`config.mk`:
```
export PLATFORM = sky130hd
export DESIGN_NAME = score_keeper
export DESIGN_NICKNAME = d
export VERILOG_FILES = /design/src/rtl/score_keeper.sv
export SDC_FILE = /design/constraint.sdc
export NUM_CORES = 1
export LEC_CHECK = 0
export ABC_AREA = 1
export CAP_MARGIN = 10
export CORE_ASPECT_RATIO = 0.9
export CORE_UTILIZATION = 45
export CTS_CLUSTER_DIAMETER = 50
export CTS_CLUSTER_SIZE = 28
export DETAILED_ROUTE_END_ITERATION = 6
export PLACE_DENSITY = 0.73
export SLEW_MARGIN = 5
export SYNTH_ARGS = -nofsm -noshare
export SYNTH_HDL_FRONTEND = slang
export SYNTH_SLANG_ARGS = --single-unit
```
`constraint.sdc`:
```
create_clock -name clk -period 2.34 [get_ports clk]
set_input_delay 0.468 -clock clk [delete_from_list [all_inputs] [get_ports clk]]
set_output_delay 0.468 -clock clk [all_outputs]
set_load 0.05 [all_outputs]
```
`src/rtl/score_keeper.sv`:
```
// -----------------------------------------------------------------------------
// score_keeper
//
// Multi-player score counter for the game datapath. Counts hit events per
// player, declares a winner (with tie reporting) as soon as any player reaches
// TARGET, and holds the result until NEW_GAME, or until an optional
// auto-restart interval expires.
//
// Parameters
//   NUM_PLAYERS  number of players (>= 2)
//   TARGET       winning score, 1 .. 2**CNT_W-1
//   CNT_W        per-player score width
//   EDGE_MODE    1: count rising edges of HIT[i]; 0: count every high cycle
//   HOLD_CYCLES  0: hold the result until NEW_GAME; >0: auto-restart after
//                this many cycles in OVER
//
// Ports
//   clk       in   clock, rising edge
//   rst       in   synchronous active-high reset, overrides everything
//   HIT       in   per-player hit inputs
//   NEW_GAME  in   clears scores and result, returns to PLAY
//   GAMEOVER  out  high while a result is held
//   WHO       out  0 = no winner, i+1 = player i won (lowest index on a tie)
//   TIE       out  more than one player reached TARGET on the winning edge
//   SCORES    out  packed scores, player i at [i*CNT_W +: CNT_W]
//
// All outputs are registered; there is no combinational input->output path.
// -----------------------------------------------------------------------------
module score_keeper #(
  parameter int NUM_PLAYERS = 2,
  parameter int TARGET      = 15,
  parameter int CNT_W       = 4,
  parameter int EDGE_MODE   = 1,
  parameter int HOLD_CYCLES = 0,
  localparam int WHO_W      = $clog2(NUM_PLAYERS + 1)
) (
  input  logic                         clk,
  input  logic                         rst,
  input  logic [NUM_PLAYERS-1:0]       HIT,
  input  logic                         NEW_GAME,
  output logic                         GAMEOVER,
  output logic [WHO_W-1:0]             WHO,
  output logic                         TIE,
  output logic [NUM_PLAYERS*CNT_W-1:0] SCORES
);

  // Hold counter is never narrower than one bit so the HOLD_CYCLES=0 build
  // still has a well-formed (if idle) register.
  localparam int HC_W = (HOLD_CYCLES > 0) ? $clog2(HOLD_CYCLES + 1) : 1;

  localparam logic [CNT_W-1:0] CNT_ONE   = CNT_W'(1);
  localparam logic [CNT_W-1:0] TARGET_M1 = CNT_W'(TARGET - 1);
  localparam logic [HC_W-1:0]  HC_ONE    = HC_W'(1);
  localparam logic [HC_W-1:0]  HOLD_LAST = HC_W'((HOLD_CYCLES > 0) ? (HOLD_CYCLES - 1) : 0);

  typedef enum logic {
    ST_PLAY = 1'b0,
    ST_OVER = 1'b1
  } state_e;

  state_e                 state_q, state_d;
  logic [HC_W-1:0]        hold_q, hold_d;
  logic [NUM_PLAYERS-1:0] hit_q;
  logic [CNT_W-1:0]       score_q [NUM_PLAYERS];
  logic [CNT_W-1:0]       score_d [NUM_PLAYERS];
  logic                   gameover_q, gameover_d;
  logic [WHO_W-1:0]       who_q, who_d;
  logic                   tie_q, tie_d;

  logic [NUM_PLAYERS-1:0] ev;
  logic [NUM_PLAYERS-1:0] reached;
  logic                   win_any;
  logic [WHO_W-1:0]       who_sel;
  logic                   tie_sel;
  logic                   found;
  logic                   restart;

  // Event detection. hit_q tracks HIT in every state, so a HIT held across a
  // restart does not look like a fresh edge in EDGE_MODE.
  always_comb begin
    if (EDGE_MODE != 0) begin
      ev = HIT & ~hit_q;
    end else begin
      ev = HIT;
    end
  end

  // A player reaches TARGET when it has an event while sitting one below it.
  // Scores never pass TARGET, so equality with TARGET-1 is sufficient.
  always_comb begin
    reached = '0;
    for (int i = 0; i < NUM_PLAYERS; i++) begin
      reached[i] = ev[i] && (score_q[i] == TARGET_M1);
    end
  end

  assign win_any = |reached;

  // Lowest-index winner reports in WHO; any further winner flags the tie.
  always_comb begin
    who_sel = '0;
    tie_sel = 1'b0;
    found   = 1'b0;
    for (int i = 0; i < NUM_PLAYERS; i++) begin
      if (reached[i]) begin
        if (!found) begin
          who_sel = WHO_W'(i + 1);
          found   = 1'b1;
        end else begin
          tie_sel = 1'b1;
        end
      end
    end
  end

  // Next-state and output logic
  always_comb begin
    state_d    = state_q;
    hold_d     = hold_q;
    score_d    = score_q;
    gameover_d = gameover_q;
    who_d      = who_q;
    tie_d      = tie_q;
    restart    = 1'b0;

    case (state_q)
      ST_PLAY: begin
        if (NEW_GAME) begin
          // Events on the NEW_GAME cycle are discarded.
          restart = 1'b1;
        end else begin
          for (int i = 0; i < NUM_PLAYERS; i++) begin
            if (ev[i]) begin
              score_d[i] = score_q[i] + CNT_ONE;
            end
          end
          if (win_any) begin
            state_d    = ST_OVER;
            gameover_d = 1'b1;
            who_d      = who_sel;
            tie_d      = tie_sel;
            hold_d     = '0;
          end
        end
      end

      ST_OVER: begin
        // Scores, WHO and TIE are frozen; events are ignored.
        if (NEW_GAME) begin
          restart = 1'b1;
        end else if (HOLD_CYCLES > 0) begin
          // Counter enters at 0 on the winning edge, so clearing on the edge
          // where it reads HOLD_CYCLES-1 keeps GAMEOVER high exactly
          // HOLD_CYCLES cycles.
          if (hold_q == HOLD_LAST) begin
            restart = 1'b1;
          end else begin
            hold_d = hold_q + HC_ONE;
          end
        end
      end

      default: begin
        restart = 1'b1;
      end
    endcase

    if (restart) begin
      state_d    = ST_PLAY;
      hold_d     = '0;
      score_d    = '{default: '0};
      gameover_d = 1'b0;
      who_d      = '0;
      tie_d      = 1'b0;
    end
  end

  // State and output registers
  always_ff @(posedge clk) begin
    if (rst) begin
      state_q    <= ST_PLAY;
      hold_q     <= '0;
      hit_q      <= '0;
      score_q    <= '{default: '0};
      gameover_q <= 1'b0;
      who_q      <= '0;
      tie_q      <= 1'b0;
    end else begin
      state_q    <= state_d;
      hold_q     <= hold_d;
      hit_q      <= HIT;
      score_q    <= score_d;
      gameover_q <= gameover_d;
      who_q      <= who_d;
      tie_q      <= tie_d;
    end
  end

  for (genvar g = 0; g < NUM_PLAYERS; g++) begin : g_pack
    assign SCORES[g*CNT_W +: CNT_W] = score_q[g];
  end

  assign GAMEOVER = gameover_q;
  assign WHO      = who_q;
  assign TIE      = tie_q;

endmodule

```
==> impl_metrics.csv <==
group,metric,value,unit
clocking,clkLatencyLatePin,0.28,ns
clocking,root_buffer,"clkbuf_4",
pwr,p_leak,0.000328,uW
synth,yosys_warnings,0,
setup_path,start_kind,"register",
setup_path,crit_path_end_kind,"output pin",
pwr,p_seq_share,57.2,%
synth,ys_ff_latch,15,
flow_run,maxCapViolCount,0,
clocking,cts-buffers-inserted,3,
grt,grt_max_degree,14,
clocking,clock-sinks,15,
grt,grt_pass1_wl,1970,um
floorplan,core-area,1480,um^2
route,wl_per_cell,9.55,um
sta,tns,0,ns
sta,finClkSkew,0.00681,ns
setup_path,cp_top_family,"buffers and inverters",
setup_path,crit_required,1.87,ns
setup_path,worstPathArrival,1.55,ns
route,vias,590,
synth,ys_seq_area_share,41.0,%
synth,ys_types,20,
worst_hold_path,hold_path.class,"reg -> reg",
setup_path,crit_fanout,5,
route,antenna_left,0,
placed_design,gp_congestion,0.783,
pwr,p_clk_share,32.4,%
synth,syn-num-nets,100,
floorplan,die_x,44.5,um
final_layout,drive_above_1_share,18.2,%
sta,period_share,86.2,%
clocking,hold_buffers,0,
grt,antenna_found_initial,0,
pwr,peakVddDrop,300,uV
sta,slew_headroom,67.1,%
synth,syn_avg_cell_area,8.04,um^2
pwr,swShare,25.2,%
floorplan,die-area,1790,um^2
pwr,switchingPower,115,uW
clocking,post-cts-setup-buffers,0,
placed_design,placed_area,908,um^2
route,vias_per_cell,4.47,
sta,rsz0062_at_grt,"no",
clocking,cts_tree,"done",
route,wirelength,1260,um
final_layout,num_antenna_cells,0,
synth,synth_area,732,um^2
grt,overflow,0,
clocking,ctsResizeCount,0,
sta,period_needed,2.02,ns
status,status,"complete, no violations",
final_layout,fillerInstances,134,
sta,clock.fmax,495,MHz
floorplan,initial_utilization,49.5,%
grt,grtUsageTotal,16.0,%
synth,syn_inst,91,
route,detail_route.drc_violations,0,
clocking,path_clk_slew,0.09,ns
final_layout,area_growth,27.7,%
grt,grt_pass1_vias,465,
setup_path,crit_slowest_cell,"clkdlybuf4s50_1",
clocking,cts.htree.levels,1,
floorplan,die_h,40.3,um
floorplan,ios,17,
setup_path,cpPeakStageDelay,0.84,ns
placed_design,io_buffers,16,
sta,final-setup-viol-count,0,
pwr,internal_power,343,uW
sta,finalMaxSlewViolations,0,
pwr,power_density,491,nW/um^2
pwr,pwr-share-comb,10.5,%
final_layout,final_nets,120,
route,drt_iter0_drc,14,
sta,hold_viol,0,
route,first_pass_iters,4,
setup_path,crit_chain,"clkdlybuf4s50_1",
sta,worstMarginPinSlew,0.492,ns
clocking,clk_path_buf_depth,2,
final_layout,stdcell_area,935,um^2
placed_design,dp_hpwl,945,um
setup_path,crit_buf_inv,1,
floorplan,row_count,13,
setup_path,setup.worst_path.class,"reg -> out",
flip-flops by register name, indices dropped and copies added (netlist names):
| register | cells |
|---|---|
| GAMEOVER | 1 |
| SCORES | 8 |
| hit_q | 2 |
| state_q | 1 |
| TIE | 1 |
| WHO | 2 |
cells in the mapped netlist (all sizes together):
| cell | number | area [um^2] |
|---|---|---|
| nand4 | 1 | 6.26 |
| o21ai | 2 | 10.0 |
| or2 | 1 | 8.76 |
| buf | 1 | 11.3 |
| nand3 | 4 | 20.0 |
| xnor2 | 2 | 17.5 |
| dfxtp | 15 | 300 |
| ha | 4 | 50.1 |
| nor2 | 13 | 68.8 |
| a21oi | 8 | 47.6 |
| nand2 | 22 | 92.6 |
| nor3b | 1 | 12.5 |
| a211oi | 2 | 25.0 |
| clkinv | 1 | 8.76 |
| inv | 14 | 52.6 |
cell type report:
cell class	count	area, um^2	area share [%]
multi-input cells	60	359	38.4
well taps	22	27.5	2.95
clock buffers	4	26.3	2.81
flip-flops and latches	15	300	32.1
repair buffers	16	160	17.1
inverters	15	61.3	6.56
cell usage in the layout (no fill, tap or decap), drive strengths merged:
cell           count
clkbuf             4
nand4              1
a211oi             2
inv               14
nor2              13
nor3b              1
or2                1
a21oi              8
nand3              4
o21ai              2
xnor2              2
clkdlybuf4s50     16
dfxtp             15
ha                 4
clkinv             1
nand2             22
worst paths after layout:
kind / endpoint / cells after the start / from / slack, ns
setup / recovery: SCORES[1] / 1 / SCORES[1]$_SDFFE_PP0P_ / 0.32
hold / removal: GAMEOVER$_SDFFE_PP0P_ / 2 / GAMEOVER$_SDFFE_PP0P_ / 0.47
setup reg to reg: TIE$_SDFFE_PP0P_ / 8 / SCORES[1]$_SDFFE_PP0P_ / 1.08
hold reg to reg: GAMEOVER$_SDFFE_PP0P_ / 2 / GAMEOVER$_SDFFE_PP0P_ / 0.47
per-stage QoR:
stage / hold slack [ns] / cells / util (%) / setup slack, ns / total power [uW]
2_1_floorplan: 0.496 / 91 / - / 0.819 / 301
3_3_place_gp: 0.447 / 128 / 61.4 / 0.664 / 316
3_5_place_dp: 0.451 / 128 / 61.4 / 0.650 / 316
4_1_cts: 0.466 / 132 / 63.1 / 0.327 / 464
5_1_grt: 0.486 / 132 / 63.1 / 0.284 / 479
6_report: 0.467 / 132 / 63.1 / 0.322 / 458
power groups by stage:
stage	Combinational (uW)	Sequential [uW]	Clock [uW]
after floorplan	26.8	275	0
after global placement	47.8	268	0
after detailed placement	48.3	268	0
after CTS	48.4	262	154
after global routing	52.0	263	164
final	48.0	262	148
per-layer routing:
layer	up-vias	wire [um]	GRT usage, %
met2	16	544	20.2
li1	320	-	-
met1	252	663	23.1
met4	0	13	11.4
met3	2	39	4.05
met5	-	0	0
kinds of logic after synthesis:
kind of cell / count (synthesis) / synth area share [%]
xor gates and xnor gates: 2 / 2.39
and+or+nand+nor: 42 / 28.5
buffers and inverters: 16 / 9.91
AOI/OAI and AO/OA: 12 / 11.3
DFF: 15 / 41.0
adders and majority gates: 4 / 6.84
No activity file was read; power rests on OpenSTA's default activity.
